<file path="config.mk">
export PLATFORM = sky130hd
export DESIGN_NAME = lbdr_route_ctrl
export DESIGN_NICKNAME = d
export VERILOG_FILES = /design/src/rtl/lbdr_route_ctrl.sv
export SDC_FILE = /design/constraint.sdc
export NUM_CORES = 1
export LEC_CHECK = 0
export CORE_MARGIN = 2
export CORE_UTILIZATION = 47
export DETAILED_ROUTE_END_ITERATION = 7
export GPL_ROUTABILITY_DRIVEN = 0
export PLACE_DENSITY = 0.8
export SLEW_MARGIN = 20
export SYNTH_ARGS = -nofsm -noshare
export SYNTH_HDL_FRONTEND = slang
export SYNTH_SLANG_ARGS = --single-unit
</file>
<file path="constraint.sdc">
create_clock -name clk -period 2.89 [get_ports clk]
set_input_delay 0.4335 -clock clk [delete_from_list [all_inputs] [get_ports clk]]
set_output_delay 0.4335 -clock clk [all_outputs]
set_load 0.01 [all_outputs]
</file>
<file path="src/rtl/lbdr_route_ctrl.sv">
// LBDR routing controller for one router input port: turns the head flit's
// destination into one output-port select and gates FIFO pops for the packet.
module lbdr_route_ctrl #(
  parameter int          X_W      = 2,
  parameter int          Y_W      = 2,
  parameter int          ADAPTIVE = 0,
  parameter logic [7:0]  RXY_INIT = 8'd60,
  parameter logic [3:0]  CX_INIT  = 4'hF,
  parameter int unsigned CUR_INIT = 5
) (
  input  logic                 clk,
  input  logic                 rst,
  input  logic                 cfg_we,
  input  logic [7:0]           cfg_rxy,
  input  logic [3:0]           cfg_cx,
  input  logic [X_W+Y_W-1:0]   cfg_cur,
  input  logic                 empty,
  input  logic [2:0]           flit_id,
  input  logic [X_W+Y_W-1:0]   dst_addr,
  input  logic                 grant,
  output logic                 read_en,
  output logic                 Nport,
  output logic                 Eport,
  output logic                 Wport,
  output logic                 Sport,
  output logic                 Lport,
  output logic                 busy,
  output logic                 route_err
);

  localparam int             A_W        = X_W + Y_W;
  localparam logic [31:0]    CUR_INIT_W = 32'(CUR_INIT);
  localparam logic [A_W-1:0] CUR_RST    = CUR_INIT_W[A_W-1:0];

  typedef enum logic {IDLE = 1'b0, ACTIVE = 1'b1} state_e;

  state_e         state_q, state_d;
  logic [4:0]     port_q, port_d;
  logic           hdr_done_q, hdr_done_d;
  logic           toggle_q, toggle_d;
  logic           err_q, err_d;
  logic [7:0]     rxy_q, rxy_d;
  logic [3:0]     cx_q, cx_d;
  logic [A_W-1:0] cur_q, cur_d;

  logic [X_W-1:0] x_cur, x_dst;
  logic [Y_W-1:0] y_cur, y_dst;
  logic           n1, s1, e1, w1;
  logic [3:0]     cand, first, pick;
  logic           two, local_hit, route_ok, is_hdr, is_tail;
  logic [4:0]     sel;

  assign x_cur = cur_q[X_W-1:0];
  assign y_cur = cur_q[A_W-1:X_W];
  assign x_dst = dst_addr[X_W-1:0];
  assign y_dst = dst_addr[A_W-1:X_W];

  assign n1 = y_dst < y_cur;
  assign s1 = y_cur < y_dst;
  assign e1 = x_cur < x_dst;
  assign w1 = x_dst < x_cur;

  // Candidate vector bit order {S,W,E,N} doubles as the N>E>W>S priority order.
  assign cand[0] = (n1 & ~e1 & ~w1 | n1 & e1 & rxy_q[0] | n1 & w1 & rxy_q[1]) & cx_q[0];
  assign cand[1] = (e1 & ~n1 & ~s1 | e1 & n1 & rxy_q[2] | e1 & s1 & rxy_q[3]) & cx_q[1];
  assign cand[2] = (w1 & ~n1 & ~s1 | w1 & n1 & rxy_q[4] | w1 & s1 & rxy_q[5]) & cx_q[2];
  assign cand[3] = (s1 & ~e1 & ~w1 | s1 & e1 & rxy_q[6] | s1 & w1 & rxy_q[7]) & cx_q[3];

  assign first     = cand & (~cand + 4'd1);
  assign two       = |(cand & (cand - 4'd1));
  assign pick      = ((ADAPTIVE != 0) && two && toggle_q) ? (cand & ~first) : first;
  assign local_hit = ~(n1 | s1 | e1 | w1);
  assign sel       = {local_hit, pick};
  assign route_ok  = local_hit | (|cand);

  // Anything that is not a clean header or tail one-hot code counts as payload.
  assign is_hdr  = (flit_id == 3'b001);
  assign is_tail = (flit_id == 3'b100);

  always_comb begin
    state_d    = state_q;
    port_d     = port_q;
    hdr_done_d = hdr_done_q;
    toggle_d   = toggle_q;
    err_d      = 1'b0;
    rxy_d      = rxy_q;
    cx_d       = cx_q;
    cur_d      = cur_q;
    read_en    = 1'b0;
    case (state_q)
      IDLE: begin
        if (cfg_we) begin
          rxy_d = cfg_rxy;
          cx_d  = cfg_cx;
          cur_d = cfg_cur;
        end
        if (!empty) begin
          if (is_hdr && route_ok) begin
            port_d     = sel;
            state_d    = ACTIVE;
            hdr_done_d = 1'b0;
            if (two) toggle_d = ~toggle_q;
          end else begin
            err_d   = 1'b1;
            read_en = 1'b1;
          end
        end
      end
      ACTIVE: begin
        // A second header before the tail means the packet was truncated;
        // leave it in the FIFO so IDLE routes it afresh.
        if (!empty && is_hdr && hdr_done_q) begin
          err_d   = 1'b1;
          port_d  = 5'd0;
          state_d = IDLE;
        end else if (!empty && grant) begin
          read_en = 1'b1;
          if (is_hdr) hdr_done_d = 1'b1;
          if (is_tail) begin
            port_d  = 5'd0;
            state_d = IDLE;
          end
        end
      end
      default: state_d = IDLE;
    endcase
    if (rst) read_en = 1'b0;
  end

  always_ff @(posedge clk) begin
    if (rst) begin
      state_q    <= IDLE;
      port_q     <= 5'd0;
      hdr_done_q <= 1'b0;
      toggle_q   <= 1'b0;
      err_q      <= 1'b0;
      rxy_q      <= RXY_INIT;
      cx_q       <= CX_INIT;
      cur_q      <= CUR_RST;
    end else begin
      state_q    <= state_d;
      port_q     <= port_d;
      hdr_done_q <= hdr_done_d;
      toggle_q   <= toggle_d;
      err_q      <= err_d;
      rxy_q      <= rxy_d;
      cx_q       <= cx_d;
      cur_q      <= cur_d;
    end
  end

  assign {Lport, Sport, Wport, Eport, Nport} = port_q;
  assign busy      = (state_q == ACTIVE);
  assign route_err = err_q;

endmodule
</file>
==> flow_metrics.py <==
metrics = {
    "outcome": {
        "status": "complete, no violations",
    },
    "yosys": {
        "synth-seq-cells": 24,
        "synth_nets": 188,
        "synth_area_per_cell_um2": 8.45,
        "synth_seq_area_share": 0.364,
        "netlist_area_mm2": 0.00132,
        "yosysWarnings": 0,
        "synth_cells": 156,
        "yosys.cell_types.count": 37,
    },
    "routing": {
        "drt_pass1_iterations": 4,
        "drtAntennaViolNets": 0,
        "num_vias": 1324,
        "viasPerCell": 5.61,
        "wl_per_cell_um": 15.5,
        "drt_iter0_drc": 47,
        "routed_wl_mm": 3.66,
        "drc": 0,
    },
    "critical_path": {
        "max_stage_delay_ns": 0.36,
        "startpoint_type": "flop",
        "end_kind": "output port",
        "r2r-start": "cur_q[3]$_SDFFE_PP0P_",
        "critPathLaunch": "cur_q[1]$_SDFFE_PP0P_",
        "critical_path_class": "flop to output port",
        "critPathSlowestCell": "dfxtp_2",
        "crit_chain": "inv_2 -> ha_4 -> nor2b_4 -> or3_4 -> and4_4 -> o41ai_4 -> nand2_1 -> a21oi_1 -> buf_2",
        "worstPathMaxFanout": 3,
        "cp.required_ns": 2.46,
        "crit_arrival_ns": 2.44,
    },
    "power": {
        "p_sw_frac": 0.280,
        "powerDensity_mw_per_mm2": 438,
        "p_leak_nw": 0.816,
        "p_int_w": 0.000625,
        "p_clk_frac": 0.290,
        "p_comb_frac": 0.293,
        "peakVddDrop_mv": 0.402,
        "power.switching_w": 0.000243,
        "pwr-share-seq": 0.418,
    },
    "clock_network": {
        "cts_tree": "done",
        "clkSinkCount": 24,
        "path_clk_slew_ns": 0.13,
        "clk_latency_ns": 0.33,
        "clock_path_buffers": 2,
        "cts_buffers": 3,
        "cts-root-buf": "clkbuf_4",
        "htreeDepth": 1,
        "holdBufCountCts": 0,
    },
    "floorplanning": {
        "core_area_mm2": 0.00271,
        "start_util": 0.487,
        "rows": 19,
        "die_y_um": 57.0,
        "die_area_mm2": 0.00325,
        "pin_count": 36,
        "dieWidth_um": 57.0,
    },
    "finish": {
        "final_common_cell": "nand2_1",
        "area_growth_pct": 50.4,
        "layout_common_cells": "37 x nand2_1, 30 x clkdlybuf4s50_1, 22 x dfxtp_1, 15 x buf_4",
        "drive_gt1_frac": 0.249,
        "final_cells": 236,
        "diodes": 0,
        "fin_nets": 238,
        "final_util": 0.732,
    },
    "sta": {
        "fmax_ghz": 0.348,
        "setup-violations-final": 0,
        "slew_viol_final": 0,
        "tightest_slew_ns": 0.531,
        "maxSlewHeadroom": 0.646,
        "finalHoldViolations": 0,
        "min_period_ns": 2.88,
        "clock_skew_ns": 0.00854,
        "period_share": 0.996,
    },
    "global_routing": {
        "grt_pass1_vias": 1277,
        "track_usage": 0.217,
        "grt-ovfl-total": 0,
        "grt_max_degree": 26,
        "grt_first_pass_wirelength_mm": 5.55,
        "antenna_found_initial": 0,
    },
    "placed_design": {
        "dp_hpwl_mm": 2.37,
        "dp_cells": 230,
        "io_buffers": 35,
    },
    "min_path": {
        "min-delay-start": "cur_q[1]$_SDFFE_PP0P_",
        "min_path_type": "flop to flop",
    },
    "run": {
        "cap_violations": 0,
    },
}
[Yosys cell counts]
| cell | number | area (um2) |
|---|---|---|
| nand2_1 | 38 | 143 |
| dfxtp_1 | 24 | 480 |
| a21oi_1 | 11 | 55.1 |
| nand3b_1 | 10 | 75.1 |
| nor2b_1 | 7 | 43.8 |
| clkbuf_1 | 6 | 22.5 |
| inv_1 | 6 | 22.5 |
| nand2b_1 | 6 | 37.5 |
| nor2_1 | 5 | 18.8 |
| o21ai_0 | 5 | 25.0 |
| ha_1 | 4 | 50.1 |
| nor3_1 | 3 | 15.0 |
| or3_1 | 3 | 18.8 |
| mux2_4 | 2 | 30.0 |
| mux2i_1 | 2 | 20.0 |
| nor2b_4 | 2 | 27.5 |
| or3b_1 | 2 | 17.5 |
| a2111o_1 | 1 | 11.3 |
| a2111oi_4 | 1 | 27.5 |
| a211o_1 | 1 | 8.76 |
| a21boi_2 | 1 | 11.3 |
| a22oi_1 | 1 | 7.51 |
| a31oi_1 | 1 | 6.26 |
| a32oi_1 | 1 | 8.76 |
| a32oi_2 | 1 | 16.3 |
| a41oi_1 | 1 | 8.76 |
| and3_1 | 1 | 6.26 |
| and4_1 | 1 | 8.76 |
| nand3_1 | 1 | 5.00 |
| nor2_4 | 1 | 11.3 |
| nor4b_4 | 1 | 23.8 |
| o2111a_2 | 1 | 12.5 |
| o21ai_1 | 1 | 5.00 |
| o31ai_1 | 1 | 7.51 |
| o41ai_2 | 1 | 16.3 |
| or2_2 | 1 | 6.26 |
| or4_1 | 1 | 7.51 |
[critical path, delay by kind of cell, from the launching register on]
kind            cells  cell delay [ns]
fa+ha+maj           1             0.24
compound gates      2             0.52
simple gates        4             0.80
buf+inv             2             0.20
flops               1             0.36
[path summary, 6_finish.rpt]
path / endpoint / slack [ns] / cells past startpoint
setup reg to reg: port_q[3]$_SDFFE_PP0P_ / 0.58 / 10
hold reg to reg: cur_q[1]$_SDFFE_PP0P_ / 0.48 / 2
hold / removal: cur_q[1]$_SDFFE_PP0P_ / 0.48 / 2
setup / recovery: read_en / 0.01 / 9
[cells by family (layout without fill, tap and decap cells)]
| kind of cell | after synthesis | count (layout) | synth area share |
|---|---|---|---|
| mux | 4 | 4 | 0.0380 |
| compound gates | 29 | 29 | 0.173 |
| simple gates | 83 | 83 | 0.353 |
| buf+inv | 12 | 61 | 0.0342 |
| flops | 24 | 24 | 0.364 |
| fa+ha+maj | 4 | 4 | 0.0380 |
[through the flow]
step	total power [W]	TNS (ns)	instance area (um2)	hold slack [ns]	worst slack [ns]
6_report	0.000868	0	1980	0.476	0.0124
4_1_cts	0.000841	0	1920	0.474	0.00468
3_5_place_dp	0.000575	-0.602	1790	0.454	-0.602
3_3_place_gp	0.000568	-0.556	1790	0.444	-0.556
2_1_floorplan	0.000483	0	1320	0.431	0.358
5_1_grt	0.000903	-0.0508	1980	0.506	-0.0508
[cell type report]
class                           instances  area, um2
Timing Repair Buffer                   51        475
Fill cell                             212        727
Tap cell                               31       38.8
Clock buffer                            3       22.5
Multi-Input combinational cell        120        911
Inverter                                6       22.5
Clock inverter                          1       30.0
Sequential cell                        24        483
[per-layer routing]
| metal | track usage | part of all wire |
|---|---|---|
| met2 | 0.388 | 0.53 |
| met4 | 0.0897 | 0.012 |
| met1 | 0.249 | 0.41 |
| met5 | 0 | 0 |
| met3 | 0.0499 | 0.050 |
[registers in the layout, summed over array words and instances (netlist names)]
name / cells
route_err: 1
rxy_q: 8
cur_q: 4
cx_q: 4
port_q: 5
busy: 1
hdr_done_q: 1
[power by group through the flow]
stage | logic, W | registers (W) | clock network [W]
after floorplan | 0.000119 | 0.000364 | 0
after global placement | 0.000201 | 0.000367 | 0
after detailed placement | 0.000208 | 0.000367 | 0
after CTS | 0.000230 | 0.000361 | 0.000250
after global routing | 0.000273 | 0.000364 | 0.000266
final | 0.000254 | 0.000362 | 0.000252
[what timing repair did]
item / CTS / global route
buffers inserted: 1 / 1
resized for setup: 17 / 19
pin swaps: 7 / 7
setup endpoints to repair: 1 / 1
No activity file was read; power rests on OpenSTA's default activity.
